<file path="src/rtl/fcvt_share_arb.sv">
// rtl/fcvt_share_arb.sv - two-requester round-robin share of one float-to-int converter (optional FCVT_ARB_PERF_CNT_EN counters)

module ftoi (
    input  logic [31:0] x,
    input  logic        rm,
    output logic [31:0] y
);
    logic        w_sign;
    logic [7:0]  w_exp;
    logic [4:0]  w_sh;
    logic [54:0] w_wide;
    logic [31:0] w_ip;
    logic        w_frac;

    // Integer part lands in w_wide[54:23]; anything below is the discarded fraction.
    always_comb begin
        w_sign = x[31];
        w_exp  = x[30:23];
        w_sh   = 5'(w_exp - 8'd127);
        w_wide = {31'b0, 1'b1, x[22:0]} << w_sh;
        w_ip   = w_wide[54:23];
        w_frac = |w_wide[22:0];
        if (w_exp >= 8'd158) begin
            y = w_sign ? 32'h8000_0000 : 32'h7FFF_FFFF;
        end else if (w_exp < 8'd127) begin
            y = (w_sign & rm & (|x[30:0])) ? 32'hFFFF_FFFF : 32'h0000_0000;
        end else if (!w_sign) begin
            y = w_ip;
        end else begin
            y = -(w_ip + {31'b0, rm & w_frac});
        end
    end
endmodule

module fcvt_share_arb #(
    parameter int LAT   = 2,
    parameter int TAG_W = 4
) (
    input  logic             clk,
    input  logic             rstn,
    input  logic             req0_valid,
    output logic             req0_ready,
    input  logic [31:0]      req0_x,
    input  logic             req0_rm,
    input  logic [TAG_W-1:0] req0_tag,
    input  logic             req1_valid,
    output logic             req1_ready,
    input  logic [31:0]      req1_x,
    input  logic             req1_rm,
    input  logic [TAG_W-1:0] req1_tag,
    output logic             resp_valid,
    input  logic             resp_ready,
    output logic [31:0]      resp_y,
    output logic             resp_id,
    output logic [TAG_W-1:0] resp_tag
`ifdef FCVT_ARB_PERF_CNT_EN
    ,
    output logic [31:0]      perf_cnt0,
    output logic [31:0]      perf_cnt1,
    output logic [31:0]      perf_stall
`endif
);
    logic [LAT:1]     r_v;
    logic [31:0]      r_y   [1:LAT];
    logic             r_id  [1:LAT];
    logic [TAG_W-1:0] r_tag [1:LAT];
    logic             r_rr_last;

    logic [LAT:1]     w_adv;
    logic             w_grant0;
    logic             w_grant1;
    logic             w_acc0;
    logic             w_acc1;
    logic [31:0]      w_x;
    logic             w_rm;
    logic [TAG_W-1:0] w_tag;
    logic [31:0]      w_y;

    // A stage may advance if it is empty or the stage ahead of it advances.
    always_comb begin
        logic w_carry;
        w_adv      = '0;
        w_carry    = !r_v[LAT] | resp_ready;
        w_adv[LAT] = w_carry;
        for (int k = LAT - 1; k >= 1; k--) begin
            w_carry  = !r_v[k] | w_carry;
            w_adv[k] = w_carry;
        end
    end

    // r_rr_last==1 means requester 1 was served last, so requester 0 wins a tie.
    assign w_grant0   = req0_valid & (!req1_valid | r_rr_last);
    assign w_grant1   = req1_valid & (!req0_valid | !r_rr_last);
    assign req0_ready = w_grant0 & w_adv[1];
    assign req1_ready = w_grant1 & w_adv[1];
    assign w_acc0     = req0_valid & req0_ready;
    assign w_acc1     = req1_valid & req1_ready;

    assign w_x   = w_grant1 ? req1_x   : req0_x;
    assign w_rm  = w_grant1 ? req1_rm  : req0_rm;
    assign w_tag = w_grant1 ? req1_tag : req0_tag;

    ftoi u_ftoi (
        .x  (w_x),
        .rm (w_rm),
        .y  (w_y)
    );

    always_ff @(posedge clk or negedge rstn) begin
        if (!rstn) begin
            r_rr_last <= 1'b1;
        end else if (w_acc0) begin
            r_rr_last <= 1'b0;
        end else if (w_acc1) begin
            r_rr_last <= 1'b1;
        end
    end

    always_ff @(posedge clk or negedge rstn) begin
        if (!rstn) begin
            r_v <= '0;
            for (int k = 1; k <= LAT; k++) begin
                r_y[k]   <= '0;
                r_id[k]  <= 1'b0;
                r_tag[k] <= '0;
            end
        end else begin
            if (w_adv[1]) begin
                r_v[1]   <= w_acc0 | w_acc1;
                r_y[1]   <= w_y;
                r_id[1]  <= w_grant1;
                r_tag[1] <= w_tag;
            end
            for (int k = 2; k <= LAT; k++) begin
                if (w_adv[k]) begin
                    r_v[k]   <= r_v[k-1];
                    r_y[k]   <= r_y[k-1];
                    r_id[k]  <= r_id[k-1];
                    r_tag[k] <= r_tag[k-1];
                end
            end
        end
    end

    assign resp_valid = r_v[LAT];
    assign resp_y     = r_y[LAT];
    assign resp_id    = r_id[LAT];
    assign resp_tag   = r_tag[LAT];

`ifdef FCVT_ARB_PERF_CNT_EN
    logic [31:0] r_perf_cnt0;
    logic [31:0] r_perf_cnt1;
    logic [31:0] r_perf_stall;

    always_ff @(posedge clk or negedge rstn) begin
        if (!rstn) begin
            r_perf_cnt0  <= '0;
            r_perf_cnt1  <= '0;
            r_perf_stall <= '0;
        end else begin
            if (w_acc0) r_perf_cnt0 <= r_perf_cnt0 + 32'd1;
            if (w_acc1) r_perf_cnt1 <= r_perf_cnt1 + 32'd1;
            if (r_v[LAT] & !resp_ready) r_perf_stall <= r_perf_stall + 32'd1;
        end
    end

    assign perf_cnt0  = r_perf_cnt0;
    assign perf_cnt1  = r_perf_cnt1;
    assign perf_stall = r_perf_stall;
`endif

endmodule

</file>
<file path="config.mk">
export PLATFORM = sky130hd
export DESIGN_NAME = fcvt_share_arb
export DESIGN_NICKNAME = d
export VERILOG_FILES = /design/src/rtl/fcvt_share_arb.sv
export SDC_FILE = /design/constraint.sdc
export NUM_CORES = 1
export LEC_CHECK = 0
export CORE_ASPECT_RATIO = 0.9
export CORE_MARGIN = 2
export CORE_UTILIZATION = 62
export CTS_BUF_LIST = sky130_fd_sc_hd__clkbuf_4
export DETAILED_ROUTE_END_ITERATION = 8
export PLACE_DENSITY = 0.9
export SYNTH_ARGS = -nofsm -noshare
export SYNTH_HDL_FRONTEND = slang
export SYNTH_SLANG_ARGS = --single-unit
</file>
<file path="constraint.sdc">
create_clock -name clk -period 16.1 [get_ports clk]
set_clock_uncertainty 0.1 [all_clocks]
set_input_delay 4.83 -clock clk [delete_from_list [all_inputs] [get_ports clk]]
set_output_delay 4.83 -clock clk [all_outputs]
set_load 0.02 [all_outputs]
</file>
==> results.toml, run 1 <==
[yosys]
ys_ff_latch = 77
synthMostInstantiatedCell = "mux2i_1"
synth_nets = 1057
synth_area_sq_um = 7960
synth.cells.most_frequent = "94 x mux2i_1, 76 x dfrtp_1, 75 x nand2_1"
yosysSeqAreaShare_pct = 24.22
synth_edf_count = 0
syn_area_per_cell_sq_um = 8.432
synth_area_leaders = "dfrtp_1 24%, mux2i_1 12%, mux2_2 7.4%"
synth_top_area_cell = "dfrtp_1"
ys.flop_type = "dfrtp_1"
synthArstFlopShare_pct = 100.0
synth_top_area_share_pct = 23.89
ys.warnings.count = 0
syn_inst = 944
synth_cell_types = 71

[floorplanning]
die_w_microns = 123.4
die_area_sq_um = 13760
dieHeight_microns = 111.5
initial_core_util_pct = 62.98
rows = 39
ioPinCount = 119
fp.coreArea_sq_um = 12640

[sta]
fin_tns_setup_ps = 0
tightest_slew_ps = 1092
worst_slack_ps = 3740
finalSetupViolations = 0
finalCriticalPeriod_ps = 12360
hold_violations = 0
hold_ws_ps = 404.3
slew_violations = 0
slew-limit-headroom_pct = 27.05
rsz0062_at_grt = "false"
fmax_ghz = 0.08091
fin_crit_sh_pct = 76.77

[global_route]
grt_start_max_net_pins = 78
grt_pass1_vias = 6873
grtUsageTotal_pct = 31.83
grt_pass1_wl_mm = 35.16
grt_overflow = 0
antenna_found_initial = 0

[route]
vias = 7420
via_per_inst = 6.435
drc = 0
first_pass_iters = 6
routed_wl_mm = 21.72
wl_per_cell_microns = 18.84
drtIter0Drc = 833
ant_nets = 0

[critical_path]
worst_path_max_delay_cell = "nor2b_4"
cp.depth = 6
timing.rr.start = "r_rr_last"
crit_family = "buffers and inverters"
reg2reg_slack_ps = 8730
worstRegToRegCells = 25
critical_path_required_ps = 11170
crit_path_end = "req1_ready"
arrival_ps = 7430
crit_top_cell = "clkdlybuf4s50_1"
start_kind = "input pin"
crit_start = "resp_ready"
critPathMaxFanout = 40
crit_buf_inv = 3
path_class = "input pin to primary output"
r2r-end = "r_y[63]"
crit_path_end_kind = "primary output"
cpPeakStageDelay_ps = 860
crit_chain = "clkdlybuf4s50_1 -> nor2b_4 -> and2_1 -> buf_4 -> nor2_1 -> clkdlybuf4s50_1"

[clocking]
hold_buffers = 0
tritoncts = "yes"
cts_buffer_depth = 2
cts.htree.levels = 3
cts_buffers = 9
cts_root_buffer = "clkbuf_4"
ctsResizeCount = 0
insertion_delay_ps = 430
clock_sinks = 77
clk_pin_slew_ps = 110
post_cts_buffers = 0

[pwr]
power.density_nw_per_um2 = 144.2
vdd_drop_max_uv = 88.37
p_total_mw = 1.300
p_leak_nw = 3.934

[final_layout]
antenna_cells = 0
area_growth_syn_to_layout_pct = 13.27
fillerInstances = 1008
drive_above_1_share_pct = 10.62
final_area_sq_um = 9016
layout.nets = 1098

[placement]
dp_hpwl_mm = 16.97
place_congestion = 1.016
io_buffer_count = 118
place_area_sq_um = 8890
preCtsSetupSlack_ps = 3757

[hold_path]
min-delay-start = "r_v[1]"
hold_class = "flop to flop"

[run]
max_cap_viol_count = 0

[outcome]
status = "complete, no violations"
flip-flops by register name, summed over array words and instances, names as in the netlist:
name,flops
r_y,32
r_tag,4
r_v,2
resp_tag,4
r_rr_last,1
resp_id,1
r_id,1
resp_y,32
cell type report:
cell class | count | area, sq um | share of cell area, %
timing repair buffer | 129 | 1261 | 13.99
clock inverter | 5 | 51.30 | 0.5690
tap | 164 | 205.2 | 2.276
inverter | 40 | 150.1 | 1.665
sequential | 77 | 1928 | 21.38
multi-input combinational | 728 | 5345 | 59.28
clock buffer | 10 | 75.07 | 0.8326
worst min-delay path by stage:
stage                     cells after the start          to  slack, ps
after global routing                          1  resp_y[25]        420
after floorplan                               1     r_id[1]        350
final                                         1      r_v[2]        400
after detailed placement                      1      r_v[2]        370
after CTS                                     1      r_v[2]        400
after global placement                        1      r_v[2]        370
logic make-up after synthesis:
logic type	after synthesis	synth area share [%]
fa+ha+maj	34	5.344
buf+inv	139	8.881
simple gates	248	15.00
xor+xnor	26	3.097
mux	154	21.14
flops	77	24.22
compound gates	266	22.32
routing by layer:
layer / global-route usage [%] / vias up / share of wire (%)
met1: 46.14 / 3512 / 45
met2: 49.05 / 337 / 45
met4: 7.348 / 0 / 1.4
met5: 0 / - / 0
li1: - / 3541 / -
met3: 6.096 / 30 / 8.8
metrics by stage:
step	util [%]	cells
after floorplan	-	944
after CTS	71.34	1153
final	71.34	1153
after detailed placement	70.34	1138
after global placement	70.34	1138
after global routing	71.34	1153
cell usage in the layout, fill, tap and decap left out, types with 6 or more instances in the layout:
master,count
clkdlybuf4s50_1,117
mux2i_1,94
dfrtp_1,76
nand2_1,75
a21oi_1,64
o21ai_0,58
nor2_1,56
mux2_2,52
inv_1,39
ha_1,34
a21o_1,23
nor3_1,21
a221oi_1,18
nand3_1,17
nor4_1,16
a31oi_1,15
xor2_1,13
nand4_1,12
xnor2_1,12
buf_4,12
o211ai_1,11
clkbuf_4,10
o21a_1,9
nand2b_1,9
and2_1,7
a211oi_1,7
or3_1,7
a22o_1,6
o21bai_1,6
and3_1,6
o21ai_1,6
power breakdown:
| part | leakage [nW] | switching, mW | internal, mW |
|---|---|---|---|
| Combinational | 2.94 | 0.503 | 0.380 |
| Clock | 0.0717 | 0.0644 | 0.0476 |
| Sequential | 0.918 | 0.0439 | 0.261 |
| Total | 3.93 | 0.611 | 0.689 |
(Power assumes the default switching activity.)
==> run 2: changes to the inputs <==
CORE_UTILIZATION = 52   (was 62)
PLACE_DENSITY = 0.8   (was 0.9)
clock period = 10.9 ns   (was 16.1 ns; I/O delays follow)
==> run 2 against run 1 <==
  * Die area increased by 19%
  * Critical path depth increased by 20
  * Flip-flop and latch count unchanged
  * Highest routed layer unchanged
  * Register-to-register slack got worse by 4000 ps
  * Largest power group unchanged
  * Global-route usage decreased by 4.9 points
  * Worst hold slack got worse by 0.83 ps
  * Core utilization decreased by 9.7 points
  * Routed wire length decreased by 0.37%
==> results.toml, run 2 (synthesis gave the netlist of run 1 again) <==
[outcome]
status = "complete, no violations"

[global_route]
grt_pass1_wl_mm = 35.31
grtUsageTotal_pct = 26.92
grt_start_max_net_pins = 78
grt_overflow = 0
grt_pass1_vias = 6821
antenna_found_initial = 1

[route]
drc = 0
routed_wl_mm = 21.64
drtIter0Drc = 754
wl_per_cell_microns = 18.14
first_pass_iters = 7
ant_nets = 0
vias = 7420
via_per_inst = 6.220

[critical_path]
crit_path_end_kind = "flop"
crit_family = "compound AO/OA/AOI/OAI gates"
cpPeakStageDelay_ps = 710
critical_path_required_ps = 11150
crit_buf_inv = 3
worstRegToRegCells = 25
worst_path_max_delay_cell = "ha_1"
path_class = "input pin to flop"
timing.rr.start = "r_rr_last"
arrival_ps = 9360
start_kind = "input pin"
reg2reg_slack_ps = 4750
critPathMaxFanout = 18
crit_top_cell = "ha_1"
r2r-end = "r_y[59]"

[pwr]
p_leak_nw = 3.971
power_switching_mw = 0.9168
p_total_mw = 1.962
clockPowerShare_pct = 10.9
vdd_drop_max_uv = 115.6
pwr-share-comb_pct = 66.4
power.density_nw_per_um2 = 214.7
power_frac_seq_pct = 22.7
power.internal_mw = 1.045
switching_share_pct = 46.74

[placement]
dp_cells = 1176
dp_hpwl_mm = 17.11
io_buffer_count = 118
place_congestion = 0.9870

[sta]
rsz0062_at_grt = "false"
finalSetupViolations = 0
tightest_slew_ps = 969.6
fmax_ghz = 0.1099
finalCriticalPeriod_ps = 9103
slew-limit-headroom_pct = 34.89
fin_tns_setup_ps = 0
hold_violations = 0
slew_violations = 0
fin_crit_sh_pct = 83.51

[final_layout]
final_common_cell = "clkdlybuf4s50_1"
area_growth_syn_to_layout_pct = 14.79
layout.nets = 1102
drive_above_1_share_pct = 11.27
layout_common_cells = "117 x clkdlybuf4s50_1, 94 x mux2i_1, 76 x dfrtp_1"
final_cells = 1193
final_util_pct = 61.66

[hold_path]
min_to = "r_id[1]"
hold_class = "flop to flop"
worstHoldPathCells = 1
min-delay-start = "r_id[1]"

[floorplanning]
fp.coreArea_sq_um = 14820
dieHeight_microns = 121.4
die_area_sq_um = 16310
ioPinCount = 119
initial_core_util_pct = 53.71
die_w_microns = 134.4
rows = 42

[clocking]
cts_root_buffer = "clkbuf_4"
post_cts_buffers = 0
cts_buffers = 9
clk_pin_slew_ps = 130
cts_buffer_depth = 2
ctsResizeCount = 0
cts.htree.levels = 3
clock_sinks = 77
insertion_delay_ps = 460
tritoncts = "yes"
hold_buffers = 0

[run]
max_cap_viol_count = 0
[run 2: cell types whose count changed in the layout (fill, tap and decap cells not counted)]
cell        change
buf_4           +4
bufinv_16       +1
clkbuf_4        -1
clkinv_1        -2
clkinv_2        -1
clkinvlp_4      +1
diode_2         +1
inv_6           +2
inv_8           +1
[run 2: metrics by stage]
| step | worst slack [ps] | cell area (sq um) | hold slack, ps |
|---|---|---|---|
| finish | 1797 | 9138 | 403.5 |
| global route | 1157 | 9138 | 423.4 |
| CTS | 1923 | 9135 | 404.2 |
| detailed placement | 1460 | 8962 | 373.3 |
| global placement | 1679 | 8962 | 362.1 |
| floorplan | 2230 | 7960 | 345.8 |
[run 2: power groups by stage]
stage	registers, mW	clock network (mW)	logic (mW)
after floorplan	0.428	0	0.994
after global placement	0.446	0	1.26
after detailed placement	0.453	0	1.27
after CTS	0.445	0.219	1.28
after global routing	0.457	0.231	1.41
final	0.445	0.214	1.30
[run 2: worst max-delay path by stage]
stage	start	end	slack [ps]	cells past startpoint
after CTS	req1_valid	r_y[59]	1920	26
after floorplan	req1_valid	r_y[43]	2230	30
final	req1_valid	r_y[59]	1800	26
after global placement	req1_valid	r_y[43]	1680	24
after detailed placement	req1_valid	r_y[59]	1460	26
after global routing	req1_valid	r_y[59]	1160	27
[run 2: per-layer routing]
metal,GRT usage [%],part of all wire [%]
met5,0,0
met4,8.553,2.3
met3,5.138,7.9
met2,41.29,44
met1,38.24,45
[run 2: area by class of cell]
cell class / instances / area (sq um)
fill: 1280 / 5682
multi-input combinational: 728 / 5345
sequential: 77 / 1928
timing repair buffer: 133 / 1291
tap: 198 / 247.7
inverter: 40 / 150.1
clock inverter: 7 / 105.1
clock buffer: 9 / 67.56
antenna: 1 / 2.502
